## src/rtl/playfield_sequencer_if.sv

```systemverilog
// -----------------------------------------------------------------------------
// playfield_sequencer_if
// Handshake bundle between the game-phase sequencer and the playfield
// settling datapath / input logic.
//
// Signals:
//   move_req    player move/rotate request, held until granted
//   move_grant  one-cycle grant; the datapath applies the move this cycle
//   step_ce     one-cycle gravity step pulse
//   landed      datapath pulse: piece written into the matrix
//   row_sel     row address during scan/shift
//   row_full    AND of matrix row row_sel
//   shift_en    rows 1..row_sel take the row above, row 0 cleared
//   spawn       one-cycle request to the piece generator
//   top_blocked spawn rows occupied
//
// Modports:
//   master  sequencer side (drives grants, steps, row control, spawn)
//   slave   datapath / input side
// -----------------------------------------------------------------------------
interface playfield_sequencer_if;
  logic       move_req;
  logic       move_grant;
  logic       step_ce;
  logic       landed;
  logic [4:0] row_sel;
  logic       row_full;
  logic       shift_en;
  logic       spawn;
  logic       top_blocked;

  modport master (
    input  move_req, landed, row_full, top_blocked,
    output move_grant, step_ce, row_sel, shift_en, spawn
  );

  modport slave (
    output move_req, landed, row_full, top_blocked,
    input  move_grant, step_ce, row_sel, shift_en, spawn
  );
endinterface

```

## src/rtl/playfield_sequencer.sv

```systemverilog
// -----------------------------------------------------------------------------
// playfield_sequencer
// Game-phase controller for the Tetris playfield datapath: gravity step
// enables, move arbitration, row-by-row line scan and shift, scoring, piece
// spawn requests and game-over detection.
//
// Parameters:
//   TICK_DIV  gravity period in clk cycles (>= 2)
//   FAST_DIV  soft-drop period in clk cycles (2 <= FAST_DIV <= TICK_DIV)
//   ROWS      visible playfield rows
//
// Ports:
//   clk        system clock
//   reset      synchronous, active-high reset
//   start      begin a new game (honoured in IDLE and OVER)
//   soft_drop  level; selects FAST_DIV as the gravity period
//   bus        playfield_sequencer_if.master handshake bundle
//   game_over  high while in OVER
//   score      lines cleared, saturating at 0xFFFF
//   state      current state encoding (IDLE=0 .. OVER=5)
//
// Optional feature (macro SEQ_LEVEL_SPEEDUP_EN):
//   defined   every 10 cleared lines the gravity period shrinks by
//             TICK_DIV/16, floored at FAST_DIV
//   undefined gravity period is the constant TICK_DIV
//
// The spawn request is decided in the SPAWN cycle from top_blocked and, being
// registered, appears in the first FALL cycle.
// -----------------------------------------------------------------------------
module playfield_sequencer #(
  parameter int TICK_DIV = 50_000_000,
  parameter int FAST_DIV = 5_000_000,
  parameter int ROWS     = 20
) (
  input  logic                  clk,
  input  logic                  reset,
  input  logic                  start,
  input  logic                  soft_drop,
  playfield_sequencer_if.master bus,
  output logic                  game_over,
  output logic [15:0]           score,
  output logic [2:0]            state
);

  localparam int TW = $clog2(TICK_DIV);
  localparam int PW = $clog2(TICK_DIV + 1);
  localparam logic [PW-1:0] P_ONE   = PW'(1);
  localparam logic [PW-1:0] P_FAST  = PW'(FAST_DIV);
  localparam logic [4:0]    ROW_TOP = 5'(ROWS - 1);

  typedef enum logic [2:0] {
    S_IDLE  = 3'd0,
    S_SPAWN = 3'd1,
    S_FALL  = 3'd2,
    S_SCAN  = 3'd3,
    S_SHIFT = 3'd4,
    S_OVER  = 3'd5
  } state_t;

  state_t          r_state;
  logic [TW-1:0]   r_tick;
  logic            r_step;
  logic            r_spawn;
  logic            r_shift;
  logic            r_over;
  logic [4:0]      r_row;
  logic [15:0]     r_score;
  logic [PW-1:0]   w_period;
  logic [PW-1:0]   w_div;
  logic            w_tick_done;
  logic            w_grant;

`ifdef SEQ_LEVEL_SPEEDUP_EN
  localparam logic [PW-1:0] P_DEC   = PW'(TICK_DIV / 16);
  localparam logic [PW:0]   P_FLOOR = (PW + 1)'(FAST_DIV + TICK_DIV / 16);
  logic [PW-1:0] r_period;
  logic [3:0]    r_lines;
  assign w_period = r_period;
`else
  assign w_period = PW'(TICK_DIV);
`endif

  // Effective step period and the ">=" terminal count, so a soft_drop raised
  // mid-count steps on the next cycle.
  always_comb begin
    if (soft_drop) begin
      w_div = P_FAST;
    end else begin
      w_div = w_period;
    end
    w_tick_done = (PW'(r_tick) >= (w_div - P_ONE));
  end

  // Move grant: only in FALL, yields to a pending step and to landed.
  always_comb begin
    w_grant = 1'b0;
    if ((r_state == S_FALL) && !bus.landed) begin
      w_grant = bus.move_req & ~r_step;
    end else begin
      w_grant = 1'b0;
    end
  end

  // Phase FSM with registered pulse outputs, row pointer, score and level.
  always_ff @(posedge clk) begin
    if (reset) begin
      r_state <= S_IDLE;
      r_tick  <= '0;
      r_step  <= 1'b0;
      r_spawn <= 1'b0;
      r_shift <= 1'b0;
      r_over  <= 1'b0;
      r_row   <= 5'd0;
      r_score <= 16'd0;
`ifdef SEQ_LEVEL_SPEEDUP_EN
      r_period <= PW'(TICK_DIV);
      r_lines  <= 4'd0;
`endif
    end else begin
      r_step  <= 1'b0;
      r_spawn <= 1'b0;
      r_shift <= 1'b0;
      case (r_state)
        S_IDLE: begin
          if (start) r_state <= S_SPAWN;
        end
        S_SPAWN: begin
          r_tick <= '0;
          if (bus.top_blocked) begin
            r_state <= S_OVER;
            r_over  <= 1'b1;
          end else begin
            r_state <= S_FALL;
            r_spawn <= 1'b1;
          end
        end
        S_FALL: begin
          if (bus.landed) begin
            r_state <= S_SCAN;
            r_row   <= ROW_TOP;
          end else if (w_tick_done) begin
            r_step <= 1'b1;
            r_tick <= '0;
          end else begin
            r_tick <= r_tick + TW'(1);
          end
        end
        S_SCAN: begin
          if (bus.row_full) begin
            r_state <= S_SHIFT;
            r_shift <= 1'b1;
          end else if (r_row == 5'd0) begin
            r_state <= S_SPAWN;
          end else begin
            r_row <= r_row - 5'd1;
          end
        end
        S_SHIFT: begin
          // row_sel is held so the row that just moved down is re-examined.
          r_state <= S_SCAN;
          if (r_score != 16'hFFFF) r_score <= r_score + 16'd1;
`ifdef SEQ_LEVEL_SPEEDUP_EN
          if (r_lines == 4'd9) begin
            r_lines <= 4'd0;
            if ({1'b0, r_period} > P_FLOOR) r_period <= r_period - P_DEC;
            else                            r_period <= P_FAST;
          end else begin
            r_lines <= r_lines + 4'd1;
          end
`endif
        end
        S_OVER: begin
          if (start) begin
            r_state <= S_SPAWN;
            r_over  <= 1'b0;
            r_score <= 16'd0;
`ifdef SEQ_LEVEL_SPEEDUP_EN
            r_period <= PW'(TICK_DIV);
            r_lines  <= 4'd0;
`endif
          end
        end
        default: begin
          r_state <= S_IDLE;
        end
      endcase
    end
  end

  assign bus.move_grant = w_grant;
  assign bus.step_ce    = r_step;
  assign bus.row_sel    = r_row;
  assign bus.shift_en   = r_shift;
  assign bus.spawn      = r_spawn;
  assign game_over      = r_over;
  assign score          = r_score;
  assign state          = r_state;

endmodule

```

## src/flat_wrapper.sv

```systemverilog
// flat-port wrapper written by rule: the top's interface ports become plain ports
module playfield_sequencer_flat 
#(
  parameter int TICK_DIV = 50_000_000,
  parameter int FAST_DIV = 5_000_000,
  parameter int ROWS     = 20
)
  (clk, reset, start, soft_drop, game_over, score, state, bus_move_req, bus_landed, bus_row_full, bus_top_blocked, bus_move_grant, bus_step_ce, bus_row_sel, bus_shift_en, bus_spawn);
  playfield_sequencer_if bus_i ();
  input  logic clk;
  input  logic reset;
  input  logic start;
  input  logic soft_drop;
  output logic game_over;
  output logic [15:0] score;
  output logic [2:0] state;
  input wire logic [$bits(bus_i.move_req)-1:0] bus_move_req;
  input wire logic [$bits(bus_i.landed)-1:0] bus_landed;
  input wire logic [$bits(bus_i.row_full)-1:0] bus_row_full;
  input wire logic [$bits(bus_i.top_blocked)-1:0] bus_top_blocked;
  output wire logic [$bits(bus_i.move_grant)-1:0] bus_move_grant;
  output wire logic [$bits(bus_i.step_ce)-1:0] bus_step_ce;
  output wire logic [$bits(bus_i.row_sel)-1:0] bus_row_sel;
  output wire logic [$bits(bus_i.shift_en)-1:0] bus_shift_en;
  output wire logic [$bits(bus_i.spawn)-1:0] bus_spawn;
  assign bus_i.move_req = bus_move_req;
  assign bus_i.landed = bus_landed;
  assign bus_i.row_full = bus_row_full;
  assign bus_i.top_blocked = bus_top_blocked;
  assign bus_move_grant = bus_i.move_grant;
  assign bus_step_ce = bus_i.step_ce;
  assign bus_row_sel = bus_i.row_sel;
  assign bus_shift_en = bus_i.shift_en;
  assign bus_spawn = bus_i.spawn;
  playfield_sequencer #(.TICK_DIV(TICK_DIV), .FAST_DIV(FAST_DIV), .ROWS(ROWS)) u_core (.clk(clk), .reset(reset), .start(start), .soft_drop(soft_drop), .bus(bus_i), .game_over(game_over), .score(score), .state(state));
endmodule
```

## config.mk

```make
export PLATFORM = sky130hd
export DESIGN_NAME = playfield_sequencer_flat
export DESIGN_NICKNAME = d
export VERILOG_FILES = /design/src/rtl/playfield_sequencer_if.sv /design/src/rtl/playfield_sequencer.sv /design/src/flat_wrapper.sv
export SDC_FILE = /design/constraint.sdc
export NUM_CORES = 1
export LEC_CHECK = 0
export CORE_ASPECT_RATIO = 0.6
export CORE_UTILIZATION = 29
export CTS_BUF_LIST = sky130_fd_sc_hd__clkbuf_4 sky130_fd_sc_hd__clkbuf_8
export DETAILED_ROUTE_END_ITERATION = 8
export PLACE_DENSITY = 0.52
export SETUP_SLACK_MARGIN = 0.4
export SKIP_CTS_REPAIR_TIMING = 1
export SLEW_MARGIN = 20
export SYNTH_ARGS = -nofsm -noshare
export SYNTH_HDL_FRONTEND = slang
export SYNTH_SLANG_ARGS = --single-unit
```

## constraint.sdc

```tcl
create_clock -name clk -period 2.1 [get_ports clk]
set_input_delay 0.21 -clock clk [delete_from_list [all_inputs] [get_ports clk]]
set_output_delay 0.21 -clock clk [all_outputs]
set_load 0.05 [all_outputs]
```

### Word-level counts from Yosys, hierarchy flattened

Index checks and enable logic that the tools add are counted.

* flip-flop bits (word level): 54
* bits of input ports: 8

* equality and inequality tests: 15
* reduce and logical (&&, ||, !) cells: 17
* $lt $le $gt $ge: 1
* muxes and demuxes: 24
* add/sub/neg operators: 4
* bitwise gates (word level): 5

Operators with widths (number)
* $mux 26: 3
* $pmux 26 s2: 1
* $mux 16: 2
* $pmux 16 s2: 1
* $add 26x1->26 const B: 1
* $ge 26x26->1: 1
* $sub 26x1->26 const B: 1
* $add 16x1->16 const B: 1
* $ne 16x16->1 const B: 1
* $mux 3: 5
* $mux 5: 3
* $pmux 3 s5: 1
* $ne 2x2->1 const B: 6
* $pmux 5 s2: 1
* $reduce_and 3->1: 3
* $reduce_bool 2->1: 4
* $eq 3x2->1 const B: 2
* $eq 3x3->1 const B: 2
* $mux 1: 6
* $reduce_or 2->1: 3
* $logic_not 5->1: 1
* $sub 5x1->5 const B: 1
* $ne 2x1->1 const B: 2
* $not 1->1: 4
* 10 further kinds: 10

### Longest topological paths before layout

* word-level depth: 6
* gate-level depth with buffers: 8
* depth with buffers taken out: 7

### Least setup slack after synthesis

No wires, ideal clock.

* path kind: register -> output
* start: register u_core.r_state[1] (netlist: u_core.state[1])
* end: output port bus_move_grant
* arrival: 2.816 ns
* stages on the path, launching flop included: 5
* path slack: -0.926 ns
* cell sequence: dfxtp_1 -> buf_2 -> nand2b_1 -> nand2b_1 -> nor4b_1

* cells in the longest elaborated chain, start to end: 3

Ends and longest elaborated chain
* from (decl): line playfield_sequencer.sv:60 `state_t r_state;`
* from (signal assigned): line playfield_sequencer.sv:107 `r_state <= S_IDLE;`
* from (signal assigned): line playfield_sequencer.sv:125 `if (start) r_state <= S_SPAWN;`
* from (signal assigned): line playfield_sequencer.sv:130 `r_state <= S_OVER;`
* $eq 3x2->1: line playfield_sequencer.sv:97 `if ((r_state == S_FALL) && !bus.landed) begin`
* $logic_and 1x1->1: line playfield_sequencer.sv:97
* $mux 1: line playfield_sequencer.sv:97
* to (decl): line flat_wrapper.sv:21 `output wire logic [$bits(bus_i.move_grant)-1:0] bus_move_grant;`

Every way passes these cells.

### Worst setup path after layout

* start: register u_core.r_tick[25]
* end: register u_core.r_tick[24]

* cells in the longest elaborated chain, start to end: 4

Ends and longest elaborated chain
* from (decl): line playfield_sequencer.sv:61 `logic [TW-1:0] r_tick;`
* from (signal assigned): line playfield_sequencer.sv:145 `r_tick <= r_tick + TW'(1);`
* $ge 26x26->1: line playfield_sequencer.sv:91 `w_tick_done = (PW'(r_tick) >= (w_div - P_ONE));`
* $mux 26: line playfield_sequencer.sv:141 `end else if (w_tick_done) begin`
* $mux 26: line playfield_sequencer.sv:138 `if (bus.landed) begin`
* $pmux 26 s2: line playfield_sequencer.sv:123 `case (r_state)`

Every way passes these cells. The select of a mux whose other input is x is not followed.
A chain may end at the register's enable or synchronous reset.

==> run metrics <==
synth warn=0; Final #Nets=476; average wire per standard cell=15.0 µm; CTS tree=done; post-layout util=0.464; worst setup margin=0.0747 ns; IO buf count=36; Final Hold Fails=0; worst reg-to-reg setup slack=roughly 0.075 ns; global route overflow=0; largest cells by area after synthesis=dfxtp_1, ha_1, nor2_1; MaxCap Viol Count=0; Synth top cells by count=dfxtp_1, nor2_1, nand2_1, nand3_1; Critical Path, Cell by Cell=ha_4, and4b_2, buf_4, nand4_1, a311o_1, buf_4, a21oi_4, buf_12, nor2_1; switching power=791 µW; Sw Ratio=0.334; Synth Flop Type=dfxtp_1; Cell variety after synth=51; DRT Pass-1 Iters=4; final wirelength=a little under 9000 µm; Post-Syn Area=3060 µm²; final worst path period need=2.03 ns; Placer Congestion=0.809; largest net degree at the start of global routing=21; Syn-to-layout area delta=52.4%; Reg power frac=0.456; Clock power frac=0.260; CP startpoint kind=flop; Crit. End Element=flop; Leakage=0.00209 µW; r2r endpoint=u_core.r_tick[24]$_SDFFE_PP0P_; vias per cell=5.05; setup slack at placement=-0.621 ns; fin. max-slew vios=0; peak supply drop=0.303 mV; worst-case reg-to-reg path depth=9; Worst Hold Class=flop to flop; pwr dens=507 nW/µm²; CP max stage delay=between 0.3 and 0.4 ns; Synth Net Count=386; worst slew pin tran=0.529 ns; die height=81.6 µm; first-pass GRT wire length=13,300 µm; Pint=about 1600 µW; combinational share of power=0.284; worst clock skew=between 0.01 and 0.015 ns; Most common cell on crit path=buf_4; Max clock buf depth=2; CP Class=flop to flop; clk sinks=54; post-synth top area share=0.353; gr usage total=0.155; total I/O pin count=37; peak fanout along the critical path=19; HP Start=u_core.r_tick[1]$_SDFFE_PP0P_; Initial DRC Count=205; Clock Pin Slew Worst Setup and Hold Paths=about 0.11 ns; area taken by multi-input logic gates=2230 µm²; Core ar.=10,100 µm²; clock root buffer=clkbuf_8; Hold Path Stages=2; Slew HR=0.647; outcome=finished clean; Syn Inst Count=around 360; Arrival @ worst endpoint=2.24 ns; vias post-DR=2,964; antenna violations before repair=0; Synth area leader=dfxtp_1; vias in the first global route=~2,600; Initial Utilization=0.304; async set-reset flop share out of synthesis=0; layout cells sized above 1=0.343; Diodes inserted=0; most numerous cell in the Yosys netlist=dfxtp_1; Seq cells post-synth=54; Die Span X=~130 µm; # DRC=0; die area=about 11,000 µm²; worst r2r src=u_core.r_tick[25]$_SDFFE_PP0P_; CP delay by family, top=compound AO/OA/AOI/OAI gates; Avg Cell Area, Syn=8.48 µm²; Skew-Pair Late Insertion Delay=0.32 ns; crit path buf inv count=3; Max Fclk=approximately 490 MHz; storage element area=1150 µm²; RSZ-0062 raised after global routing=true; final period utilization=0.964; row cnt=28; fillers=951; number of flops mapped to enable cells by yosys=0; final setup fails=0; DP HPWL=6150 µm; register area share after synthesis=0.353; Critical Path RT=around 2.3 ns; TritonCTS Buffers=5; Worst path slowest cell=dfxtp_2; ANT nets after route=0; Worst Hold End=u_core.r_tick[1]$_SDFFE_PP0P_; H-tree depth=2
worst max path at each step:
stage                                         from                        endpoint  slack [ns]  cells past startpoint
floorplan             u_core.state[1]$_SDFFE_PP0P_  u_core.r_tick[13]$_SDFFE_PP0P_        0.22                      6
global placement                         soft_drop  u_core.r_tick[16]$_SDFFE_PP0P_       -0.54                      8
detailed placement                       soft_drop  u_core.r_tick[15]$_SDFFE_PP0P_       -0.62                      8
CTS                                      soft_drop  u_core.r_tick[15]$_SDFFE_PP0P_       -0.28                      8
global route                             soft_drop  u_core.r_tick[24]$_SDFFE_PP0P_      -0.004                     10
finish              u_core.r_tick[25]$_SDFFE_PP0P_  u_core.r_tick[24]$_SDFFE_PP0P_        0.07                      9
worst register-to-register path, delay by kind of cell (launching register included):
kind                     cells  cell delay, ns
AO/OA/AOI/OAI                2            0.48
buffers and inverters        3            0.45
AND/OR/NAND/NOR              3            0.41
flip-flops                   1            0.35
adder cells (fa/ha/maj)      1            0.26
routing by layer:
metal  share of wire  vias up  track usage  routed length, µm
li1                -     1493            -                  -
met1            0.55     1410        0.247               4830
met2            0.40       56        0.203               3510
met3           0.048        5       0.0346                424
met4          0.0065        0       0.0303                 57
met5               0        -            0                  0
layout by cell type, fill, tap and decap left out, types with 8 or more instances in the layout:
master,instances
nand4_1,14
xnor2_1,15
nand2_1,22
inv_1,11
a21oi_1,12
buf_4,54
dfxtp_4,13
ha_1,10
nor3_1,8
dlymetal6s2s_1,27
nand3_1,17
nor2_1,48
clkdlybuf4s50_1,8
dfxtp_1,25
xor2_1,17
dfxtp_2,16
flip-flops by register name, summed over array words and instances (netlist names):
name	flops
u_core.score	16
u_core.bus.row_sel	5
u_core.bus.step_ce	1
u_core.r_tick	26
u_core.state	3
u_core.game_over	1
u_core.bus.spawn	1
u_core.bus.shift_en	1
cell families (layout without fill, tap and decap cells):
family | after synthesis | count (layout) | synth area share
fa+ha+maj | 17 | 17 | 0.0695
simple gates | 160 | 160 | 0.273
xor+xnor | 33 | 33 | 0.0944
buf+inv | 30 | 121 | 0.0401
compound gates | 66 | 66 | 0.167
flops | 54 | 54 | 0.353
mux | 1 | 1 | 0.00327
through the flow:
stage	power [µW]	instance area (µm²)	hold slack [ns]	instances	setup TNS (ns)
2_1_floorplan	1470	3300	0.289	361	0
3_3_place_gp	1630	4020	0.463	551	-13.80
3_5_place_dp	1630	4020	0.471	551	-15.32
4_1_cts	2250	4110	0.488	559	-6.27
5_1_grt	2470	4660	0.524	587	-0.00440
6_report	2360	4660	0.495	587	0
cell type report:
| type | count | area share |
|---|---|---|
| tap | 135 | 0.0362 |
| clock inverter | 2 | 0.00188 |
| multi-input combinational | 277 | 0.478 |
| clock buffer | 6 | 0.0164 |
| sequential | 54 | 0.247 |
| inverter | 14 | 0.0123 |
| timing repair buffer | 99 | 0.209 |
power groups by stage:
stage,logic [µW],clock network [µW],registers [µW]
6_report,671,615,1080
4_1_cts,515,635,1100
2_1_floorplan,285,0,1180
5_1_grt,715,673,1080
3_3_place_gp,506,0,1120
3_5_place_dp,511,0,1120
No activity file was read; power rests on OpenSTA's default activity.
